### config.mk
export PLATFORM = sky130hd
export DESIGN_NAME = uart_lane_tx_flat
export DESIGN_NICKNAME = d
export VERILOG_FILES = /design/src/rtl/uart_lane_tx_pkg.sv /design/src/rtl/uart_lane_tx_if.sv /design/src/rtl/uart_lane_tx_baud_gen.sv /design/src/rtl/uart_lane_tx.sv /design/src/flat_wrapper.sv
export SDC_FILE = /design/constraint.sdc
export NUM_CORES = 1
export LEC_CHECK = 0
export ABC_CLOCK_PERIOD_IN_PS = 2200
export CAP_MARGIN = 20
export CORE_MARGIN = 2
export CORE_UTILIZATION = 32
export DETAILED_ROUTE_END_ITERATION = 16
export GPL_ROUTABILITY_DRIVEN = 0
export HOLD_SLACK_MARGIN = 0.06
export SETUP_SLACK_MARGIN = 0.2
export SKIP_CTS_REPAIR_TIMING = 1
export SLEW_MARGIN = 0
export SYNTH_ARGS = -nofsm -noshare
export SYNTH_HDL_FRONTEND = slang
export SYNTH_SLANG_ARGS = --single-unit
### constraint.sdc
create_clock -name CLK -period 2.2 [get_ports CLK]
set_input_delay 0.66 -clock CLK [delete_from_list [all_inputs] [get_ports CLK]]
set_output_delay 0.66 -clock CLK [all_outputs]
set_load 0.005 [all_outputs]
### src/rtl/uart_lane_tx_pkg.sv
// Shared definitions for the chiplet-link UART lanes (transmitter and receiver).
// Holds the FSM state type, the comma symbols, the comma_sel encoding and the
// frame geometry. No ports; imported with import uart_pkg::*.
package uart_pkg;

    localparam int FRAME_BITS  = 12;  // start + 10 symbol bits + stop
    localparam int SYMBOL_BITS = 10;

    localparam logic [SYMBOL_BITS-1:0] COMMA_K28_5 = 10'b0011111010;
    localparam logic [SYMBOL_BITS-1:0] COMMA_K28_1 = 10'b0011111001;
    localparam logic [SYMBOL_BITS-1:0] COMMA_K28_7 = 10'b0011111000;

    typedef enum logic [1:0] {
        TX_IDLE  = 2'd0,
        TX_START = 2'd1,
        TX_DATA  = 2'd2,
        TX_STOP  = 2'd3
    } uart_tx_state_t;

    typedef enum logic [1:0] {
        CSEL_DATA  = 2'd0,
        CSEL_K28_5 = 2'd1,
        CSEL_K28_1 = 2'd2,
        CSEL_K28_7 = 2'd3
    } comma_sel_t;

    // Comma symbol for a non-data selection; CSEL_DATA returns zero and is
    // never used as a symbol by callers.
    function automatic logic [SYMBOL_BITS-1:0] comma_value(input comma_sel_t sel);
        logic [SYMBOL_BITS-1:0] v;
        v = '0;
        case (sel)
            CSEL_K28_5: v = COMMA_K28_5;
            CSEL_K28_1: v = COMMA_K28_1;
            CSEL_K28_7: v = COMMA_K28_7;
            default:    v = '0;
        endcase
        return v;
    endfunction

endpackage

### src/rtl/uart_lane_tx_if.sv
// Request/status bundle of the multi-lane UART transmitter.
//   start      frame request, sampled only while idle
//   comma_sel  0 = send data, 1/2/3 = K28.5/K28.1/K28.7 on every lane
//   data       lane i symbol at data[10*i +: 10]
//   busy       frame in flight
//   done       one-cycle pulse, first idle cycle after a frame
//   tx_err     one-cycle pulse after a start that arrived while busy
//   uart_out   serial lines, idle high
//   state_dbg  current transmitter FSM state
// Handshake: a request is taken on a clock edge where start=1 and busy=0
// (the done cycle counts as idle); a start seen while busy=1 is dropped and
// answered with tx_err on the following cycle.
interface uart_lane_tx_if #(
    parameter int PORTCOUNT = 5
);
    import uart_pkg::*;

    logic                             start;
    logic [1:0]                       comma_sel;
    logic [PORTCOUNT*SYMBOL_BITS-1:0] data;
    logic                             busy;
    logic                             done;
    logic                             tx_err;
    logic [PORTCOUNT-1:0]             uart_out;
    uart_tx_state_t                   state_dbg;

    modport master (
        output start, comma_sel, data,
        input  busy, done, tx_err, uart_out, state_dbg
    );

    modport slave (
        input  start, comma_sel, data,
        output busy, done, tx_err, uart_out, state_dbg
    );

endinterface

### src/rtl/uart_lane_tx_baud_gen.sv
// Bit-time generator shared by the UART transmitter and receiver.
//   clk, rst  clock and synchronous active-high reset
//   en        count while high
//   clr       force the count back to 0 (has priority over en)
//   tick      high in the cycle the count sits at CLKDIV_COUNT-1 while enabled;
//             the count wraps to 0 on that cycle's edge
module uart_baud_gen #(
    parameter int CLKDIV_W     = 10,
    parameter int CLKDIV_COUNT = 10
) (
    input  logic clk,
    input  logic rst,
    input  logic en,
    input  logic clr,
    output logic tick
);

    if (CLKDIV_COUNT < 2 || CLKDIV_COUNT > (1 << CLKDIV_W) - 1) begin : g_bad_div
        $error("uart_baud_gen: CLKDIV_COUNT out of range 2..2^CLKDIV_W-1");
    end

    localparam logic [CLKDIV_W-1:0] LAST = CLKDIV_W'(CLKDIV_COUNT - 1);

    logic [CLKDIV_W-1:0] count_q, count_d;

    assign tick = en && (count_q == LAST);

    always_comb begin
        count_d = count_q;
        if (clr) begin
            count_d = '0;
        end else if (en) begin
            count_d = tick ? '0 : count_q + CLKDIV_W'(1);
        end
    end

    always_ff @(posedge clk) begin
        if (rst) begin
            count_q <= '0;
        end else begin
            count_q <= count_d;
        end
    end

endmodule

### src/rtl/uart_lane_tx.sv
// Multi-lane UART serializer. One shared FSM and baud counter drive
// PORTCOUNT bit-aligned lanes; each frame is start(0), 10 symbol bits LSB
// first, stop(1), each bit CLKDIV_COUNT cycles long.
//   CLK, RST  clock and synchronous active-high reset
//   bus       uart_lane_tx_if.slave (start/comma_sel/data in,
//             busy/done/tx_err/uart_out/state_dbg out)
// All outputs are registered: the *_d values are computed from the next
// state so each output lines up with the state it describes.
module uart_lane_tx
    import uart_pkg::*;
#(
    parameter int PORTCOUNT    = 5,
    parameter int CLKDIV_W     = 10,
    parameter int CLKDIV_COUNT = 10
) (
    input  logic                  CLK,
    input  logic                  RST,
    uart_lane_tx_if.slave         bus
);

    localparam int IDX_W = $clog2(SYMBOL_BITS);
    localparam logic [IDX_W-1:0] LAST_BIT = IDX_W'(SYMBOL_BITS - 1);
    localparam int LW = PORTCOUNT * SYMBOL_BITS;

    uart_tx_state_t       state_q, state_d;
    logic [IDX_W-1:0]     bit_idx_q, bit_idx_d;
    logic [LW-1:0]        shift_q, shift_d;
    logic [PORTCOUNT-1:0] uart_out_q, uart_out_d;
    logic                 busy_q, busy_d;
    logic                 done_q, done_d;
    logic                 tx_err_q, tx_err_d;
    logic                 tick;
    logic                 in_frame;

    assign in_frame = (state_q != TX_IDLE);

    uart_baud_gen #(
        .CLKDIV_W     (CLKDIV_W),
        .CLKDIV_COUNT (CLKDIV_COUNT)
    ) u_baud (
        .clk  (CLK),
        .rst  (RST),
        .en   (in_frame),
        .clr  (!in_frame),
        .tick (tick)
    );

    always_comb begin
        state_d    = state_q;
        bit_idx_d  = bit_idx_q;
        shift_d    = shift_q;
        done_d     = 1'b0;
        tx_err_d   = bus.start && in_frame;
        uart_out_d = '1;

        case (state_q)
            TX_IDLE: begin
                if (bus.start) begin
                    state_d   = TX_START;
                    bit_idx_d = '0;
                    for (int i = 0; i < PORTCOUNT; i++) begin
                        if (bus.comma_sel != 2'd0) begin
                            shift_d[i*SYMBOL_BITS +: SYMBOL_BITS] =
                                comma_value(comma_sel_t'(bus.comma_sel));
                        end else begin
                            shift_d[i*SYMBOL_BITS +: SYMBOL_BITS] =
                                bus.data[i*SYMBOL_BITS +: SYMBOL_BITS];
                        end
                    end
                end
            end
            TX_START: begin
                if (tick) begin
                    state_d   = TX_DATA;
                    bit_idx_d = '0;
                end
            end
            TX_DATA: begin
                if (tick) begin
                    if (bit_idx_q == LAST_BIT) begin
                        state_d = TX_STOP;
                    end else begin
                        bit_idx_d = bit_idx_q + IDX_W'(1);
                        // Bit 0 of each lane slice is always the bit on the wire.
                        for (int i = 0; i < PORTCOUNT; i++) begin
                            shift_d[i*SYMBOL_BITS +: SYMBOL_BITS] =
                                {1'b0, shift_q[i*SYMBOL_BITS+1 +: SYMBOL_BITS-1]};
                        end
                    end
                end
            end
            TX_STOP: begin
                if (tick) begin
                    state_d = TX_IDLE;
                    done_d  = 1'b1;
                end
            end
            default: begin
                state_d = TX_IDLE;
            end
        endcase

        busy_d = (state_d != TX_IDLE);
        for (int i = 0; i < PORTCOUNT; i++) begin
            case (state_d)
                TX_START: uart_out_d[i] = 1'b0;
                TX_DATA:  uart_out_d[i] = shift_d[i*SYMBOL_BITS];
                default:  uart_out_d[i] = 1'b1;
            endcase
        end
    end

    always_ff @(posedge CLK) begin
        if (RST) begin
            state_q    <= TX_IDLE;
            bit_idx_q  <= '0;
            shift_q    <= '0;
            uart_out_q <= '1;
            busy_q     <= 1'b0;
            done_q     <= 1'b0;
            tx_err_q   <= 1'b0;
        end else begin
            state_q    <= state_d;
            bit_idx_q  <= bit_idx_d;
            shift_q    <= shift_d;
            uart_out_q <= uart_out_d;
            busy_q     <= busy_d;
            done_q     <= done_d;
            tx_err_q   <= tx_err_d;
        end
    end

    assign bus.busy      = busy_q;
    assign bus.done      = done_q;
    assign bus.tx_err    = tx_err_q;
    assign bus.uart_out  = uart_out_q;
    assign bus.state_dbg = state_q;

endmodule

### src/flat_wrapper.sv
// flat-port wrapper written by rule: the top's interface ports become plain ports
module uart_lane_tx_flat import uart_pkg::*;
#(
    parameter int PORTCOUNT    = 5,
    parameter int CLKDIV_W     = 10,
    parameter int CLKDIV_COUNT = 10
)
  (CLK, RST, bus_start, bus_comma_sel, bus_data, bus_busy, bus_done, bus_tx_err, bus_uart_out, bus_state_dbg);
  uart_lane_tx_if #(.PORTCOUNT(PORTCOUNT)) bus_i ();
  input  logic CLK;
  input  logic RST;
  input wire logic [$bits(bus_i.start)-1:0] bus_start;
  input wire logic [$bits(bus_i.comma_sel)-1:0] bus_comma_sel;
  input wire logic [$bits(bus_i.data)-1:0] bus_data;
  output wire logic [$bits(bus_i.busy)-1:0] bus_busy;
  output wire logic [$bits(bus_i.done)-1:0] bus_done;
  output wire logic [$bits(bus_i.tx_err)-1:0] bus_tx_err;
  output wire logic [$bits(bus_i.uart_out)-1:0] bus_uart_out;
  output wire logic [$bits(bus_i.state_dbg)-1:0] bus_state_dbg;
  assign bus_i.start = bus_start;
  assign bus_i.comma_sel = bus_comma_sel;
  assign bus_i.data = bus_data;
  assign bus_busy = bus_i.busy;
  assign bus_done = bus_i.done;
  assign bus_tx_err = bus_i.tx_err;
  assign bus_uart_out = bus_i.uart_out;
  assign bus_state_dbg = bus_i.state_dbg;
  uart_lane_tx #(.PORTCOUNT(PORTCOUNT), .CLKDIV_W(CLKDIV_W), .CLKDIV_COUNT(CLKDIV_COUNT)) u_core (.CLK(CLK), .RST(RST), .bus(bus_i));
endmodule
==> results of run 1 <==
-- worst paths after layout --
path	from	to
hold reg to reg	u_core.shift_q[8]	u_core.shift_q[7]
setup / recovery	u_core.bus.state_dbg[1]	bus_state_dbg[1]
setup reg to reg	u_core.bit_idx_q[0]	u_core.bus.uart_out[3]
hold / removal	u_core.shift_q[8]	u_core.shift_q[7]
-- metrics by stage --
step / power (uW) / utilization, %
finish: 2940 / 43.7
global route: 3070 / 43.7
CTS: 2970 / 43.5
detailed placement: 1810 / 41.3
global placement: 1800 / 41.3
floorplan: 1610 / -
-- synth_stat cells (2+ instances only) --
cell	number
nand3_1	51
nor2b_1	3
nor3_1	3
inv_1	3
a31oi_1	47
a41oi_1	5
a21oi_1	4
buf_1	5
buf_4	5
dfxtp_1	74
nor2_1	23
nor2_2	3
ha_1	4
xor2_1	3
clkbuf_1	16
xnor2_1	6
nor3b_1	3
nand4_1	3
o21ai_0	36
o211ai_1	2
buf_2	5
nand2_1	62
buf_6	2
a32oi_1	5
-- power by group --
| part | internal [uW] | switching, uW |
|---|---|---|
| sequential | 1410 | 35.3 |
| combinational | 190 | 149 |
| clock | 636 | 528 |
-- final cells by class --
cell class              instances  share of cell area, %
clock buffers                   9                   2.89
clock inverters                 7                   2.19
inverters                       3                  0.262
multi-input cells             286                   37.2
flip-flops and latches         74                   34.6
well taps                     133                   3.88
repair buffers                 80                   19.0
-- logic make-up after synthesis --
| logic type | count (synthesis) | share of synthesized area, % |
|---|---|---|
| xor gates and xnor gates | 9 | 2.43 |
| muxes | 1 | 0.309 |
| buffers and inverters | 36 | 5.40 |
| DFF | 74 | 45.7 |
| adders and majority gates | 4 | 1.54 |
| AOI/OAI and AO/OA | 106 | 20.2 |
| and+or+nand+nor | 166 | 24.5 |
-- routing by layer --
| metal | up-vias | track usage [%] | wire (um) |
|---|---|---|---|
| met5 | - | 0 | 0 |
| met4 | 0 | 5.24 | 145 |
| met3 | 10 | 4.80 | 326 |
| met2 | 52 | 25.5 | 4060 |
| met1 | 1461 | 19.8 | 4100 |
| li1 | 1551 | - | - |
-- state kept, by name (all words and copies together), names as in the netlist --
register               flops
u_core.bit_idx_q           4
u_core.bus.busy            1
u_core.bus.done            1
u_core.bus.state_dbg       2
u_core.bus.tx_err          1
u_core.bus.uart_out        5
u_core.shift_q            50
u_core.u_baud.count_q     10
==> impl_metrics.tcl, run 1 <==
set metrics [dict create \
    syn2layout_area_growth_pct 32.2 \
    cts-htree-levels 3 \
    dp_slack_ns -0.229 \
    synth.distinct_cells 47 \
    tritoncts "built" \
    finalHoldViolations 0 \
    nets 513 \
    max_stage_delay_ns 0.54 \
    drt_pass1_iterations 4 \
    r2r_cells 6 \
    leakage_uw 0.00139 \
    yosys.area.top_type "dfxtp_1" \
    fin_ws_ns 0.209 \
    die_x_um 105 \
    vdd_ir_drop_max_v 0.000281 \
    fin_crit_ns 1.99 \
    layout.cells.most_common "dfxtp_1" \
    cts_buffers 9 \
    die_y_um 105 \
    path_depth 1 \
    required_ns 1.54 \
    dp_hpwl_um 5780 \
    layout_common_cells "dfxtp_1 (72), clkdlybuf4s50_1 (63), nand2_1 (62)" \
    grt_overflow 0 \
    cp_top_family "buffers and inverters" \
    n_antenna_cell 0 \
    routed_wl_um 8630 \
    synth_nets 455 \
    initial_core_util_pct 33.0 \
    rsz0062_at_grt "yes" \
    grt_max_degree 55 \
    track_usage_pct 15.7 \
    insertion_delay_ns 0.36 \
    finalSetupViolCount 0 \
    fin_tns_setup_ns 0 \
    r2r_slack_ns 0.38 \
    portBuffers 64 \
    synth.yosys.seq_area_share_pct 45.7 \
    fmax_mhz 502 \
    grt_pass1_vias 2866 \
    clk_pin_slew_ns 0.08 \
    hold_path.class "register to register" \
    io_pins 65 \
    period_share_pct 90.5 \
    fin_skew_ns 0.0106 \
    antenna_found_initial 0 \
    criticalPathCategory "register to primary output" \
    crit_fanout 10 \
    syn-cell-area_um2 3240 \
    cap_violations 0 \
    yosysWarnings 0 \
    coreArea_um2 9820 \
    row_count 36 \
    fin_cells 592 \
    power_density_nw_per_um2 686 \
    regArea_um2 1490 \
    worst_slew_pin_slew_ns 0.593 \
    root_buffer "clkbuf_8" \
    multiInputGateArea_um2 1600 \
    clkSinkCount 74 \
    cp.arrival_ns 1.33 \
    wl_per_cell_um 14.6 \
    synth-edff-count 0 \
    drive_above_1_share_pct 9.80 \
    dpl_cell_area_um2 4050 \
    slew-limit-headroom_pct 60.5 \
    hold_depth 2 \
    run_status "finished clean" \
    endpoint_kind "primary output" \
    vias 3074 \
    synth_top_cell_area_share_pct 45.7 \
    whs_ns 0.473 \
    start_kind "register" \
    syn_area_per_cell_um2 8.19 \
    synth_area_leaders "dfxtp_1 (46%), a31oi_1 (9.1%), nand3_1 (7.9%)" \
    dieArea_um2 11000 \
    dp.cells 576 \
    fin_area_um2 4290 \
    synth_ff_type "dfxtp_1" \
    fill_cells 1035 \
    antenna_left 0 \
    critPathSlowestCell "clkdlybuf4s50_1" \
    path_buf_inv 1 \
    synthCells 396 \
    crit_chain "clkdlybuf4s50_1" \
    vias_per_cell 5.19 \
    cts.path.max_buffers 2 \
    grt_pass1_wl_um 13900 \
    drt_drc_violations_left 0 \
    dr.first_iter.drc_count 168 \
    ys_ff_latch 74 \
    drv_slew 0 \
    ys_async_sr_fraction_pct 0 \
]
(Power assumes the default switching activity.)
==> run 2, diff against run 1 <==
--- a/config.mk
+++ b/config.mk
@@ -9,12 +9,13 @@
 export CAP_MARGIN = 20
 export CORE_MARGIN = 2
 export CORE_UTILIZATION = 32
+export CTS_BUF_LIST = sky130_fd_sc_hd__clkbuf_4 sky130_fd_sc_hd__clkbuf_8 sky130_fd_sc_hd__clkbuf_16
 export DETAILED_ROUTE_END_ITERATION = 16
 export GPL_ROUTABILITY_DRIVEN = 0
 export HOLD_SLACK_MARGIN = 0.06
 export SETUP_SLACK_MARGIN = 0.2
 export SKIP_CTS_REPAIR_TIMING = 1
-export SLEW_MARGIN = 0
+export SLEW_MARGIN = 10
 export SYNTH_ARGS = -nofsm -noshare
 export SYNTH_HDL_FRONTEND = slang
 export SYNTH_SLANG_ARGS = --single-unit
==> constraint.sdc (replaced) <==
create_clock -name CLK -period 2.2 [get_ports CLK]
set_input_delay 0.44 -clock CLK [delete_from_list [all_inputs] [get_ports CLK]]
set_output_delay 0.44 -clock CLK [all_outputs]
set_load 0.005 [all_outputs]
==> impl_metrics.tcl, run 2 (same netlist as run 1, synthesis figures left out) <==
set metrics [dict create \
    path_buf_inv 2 \
    cp_top_family "buffers and inverters" \
    crit_path_end "bus_state_dbg[1]" \
    root_buffer "clkbuf_8" \
    grt_max_degree 54 \
    power_density_nw_per_um2 655 \
    endpoint_kind "primary output" \
    switchingPower_uw 676 \
    fin_skew_ns 0.00914 \
    criticalPathCategory "register to primary output" \
    crit_start "u_core.bus.state_dbg[1]" \
    insertion_delay_ns 0.35 \
    vias_per_cell 5.28 \
    finalSetupViolCount 0 \
    track_usage_pct 16.2 \
    r2r-end "u_core.bus.uart_out[1]" \
    initial_core_util_pct 33.0 \
    power.share.combinational_pct 11.8 \
    antenna_found_initial 0 \
    drive_above_1_share_pct 9.76 \
    drt_pass1_iterations 4 \
    fill_cells 1037 \
    clkSinkCount 74 \
    dpl_cell_area_um2 4090 \
    nets 516 \
    p_clk_share_pct 37.0 \
    tritoncts "built" \
    path_depth 2 \
    drt_drc_violations_left 0 \
    grt_overflow 0 \
    regArea_um2 1480 \
    clk_pin_slew_ns 0.07 \
    antenna_left 0 \
    slew-limit-headroom_pct 61.4 \
    portBuffers 64 \
    crit_fanout 18 \
    drt-met1-wl_um 4170 \
    n_antenna_cell 0 \
    dp_hpwl_um 6050 \
    max_stage_delay_ns 0.54 \
    leakage_uw 0.00139 \
    dieArea_um2 11000 \
    cp.arrival_ns 1.45 \
    rsz0062_at_grt "no" \
    routed_wl_um 8750 \
    dr.max_layer_used "met4" \
    route.met3.wl_um 384 \
    vdd_ir_drop_max_v 0.000301 \
    layout.cells.most_common "dfxtp_1" \
    fin_crit_ns 1.89 \
    regMostFlops "u_core.shift_q" \
    p_seq_share_pct 51.2 \
    vias 3134 \
    hold_path.class "input pin to register" \
    largest_register_ffs 50 \
    wl_met2_um 4060 \
    p_int_uw 2130 \
    syn2layout_area_growth_pct 32.0 \
    required_ns 1.76 \
    fin_tns_setup_ns 0 \
    cts_buffers 9 \
    r2r_cells 6 \
    worst_slew_pin_slew_ns 0.579 \
    wl_per_cell_um 14.7 \
    die_y_um 105 \
    dp.cells 579 \
    run_status "finished clean" \
    die_x_um 105 \
    cts.path.max_buffers 2 \
    start_kind "register" \
    p_sw_share_pct 24.1 \
    period_share_pct 86.0 \
    crit_chain "buf_4, clkdlybuf4s50_1" \
    r2r-start "u_core.bit_idx_q[1]" \
    grt_pass1_vias 2954 \
    layout_common_cells "dfxtp_1 (74), clkdlybuf4s50_1 (63), nand2_1 (62)" \
    r2r_slack_ns 0.33 \
    finalHoldViolations 0 \
    multiInputGateArea_um2 1590 \
    fmax_mhz 529 \
    dr.first_iter.drc_count 159 \
    cts-htree-levels 3 \
    drv_slew 0 \
    fin_area_um2 4280 \
    row_count 36 \
    io_pins 65 \
    coreArea_um2 9820 \
    fin_cells 594 \
    grt_pass1_wl_um 14400 \
    cap_violations 0 \
    critPathSlowestCell "clkdlybuf4s50_1" \
]
-- run 2: changes by cell type in the layout (fill, tap and decap cells not counted), sizes merged --
cell    delta
buf        +3
clkbuf     +1
bufinv     -1
clkinv     -1
-- run 2: layout make-up --
cell class | count | share of cell area (%)
Tap cell | 133 | 3.88
Clock buffer | 10 | 3.21
Multi-Input combinational cell | 286 | 37.1
Timing Repair Buffer | 83 | 19.6
Inverter | 3 | 0.263
Clock inverter | 5 | 1.29
Sequential cell | 74 | 34.6
-- run 2: per-stage QoR --
step	power [uW]	setup slack [ns]	hold WS, ns	util (%)
floorplan	1610	0.517	0.445	-
global placement	1800	0.0497	0.464	41.6
detailed placement	1800	0.00130	0.470	41.6
CTS	2840	0.244	0.299	43.6
global route	2930	0.231	0.316	43.6
finish	2810	0.308	0.309	43.6
-- run 2: layer usage --
layer / global-route usage, % / up-vias
met2: 25.5 / 77
met5: 0 / -
met3: 3.31 / 10
met1: 22.0 / 1492
li1: - / 1555
met4: 5.62 / 0
-- run 2: worst min path at each step --
| stage | from | to | slack [ns] | cells after the start |
|---|---|---|---|---|
| 3_3_place_gp | u_core.shift_q[35] | u_core.shift_q[34] | 0.46 | 2 |
| 4_1_cts | RST | u_core.bus.tx_err | 0.30 | 2 |
| 6_report | RST | u_core.bus.tx_err | 0.31 | 2 |
| 3_5_place_dp | u_core.shift_q[35] | u_core.shift_q[34] | 0.47 | 2 |
| 2_1_floorplan | u_core.u_baud.count_q[0] | u_core.u_baud.count_q[0] | 0.44 | 1 |
| 5_1_grt | RST | u_core.bus.tx_err | 0.32 | 2 |
-- run 2: power groups by stage --
stage	clock, uW	combinational, uW	sequential [uW]
floorplan	0	146	1460
global placement	0	329	1470
detailed placement	0	333	1470
CTS	1060	334	1440
global route	1120	365	1450
finish	1040	330	1440
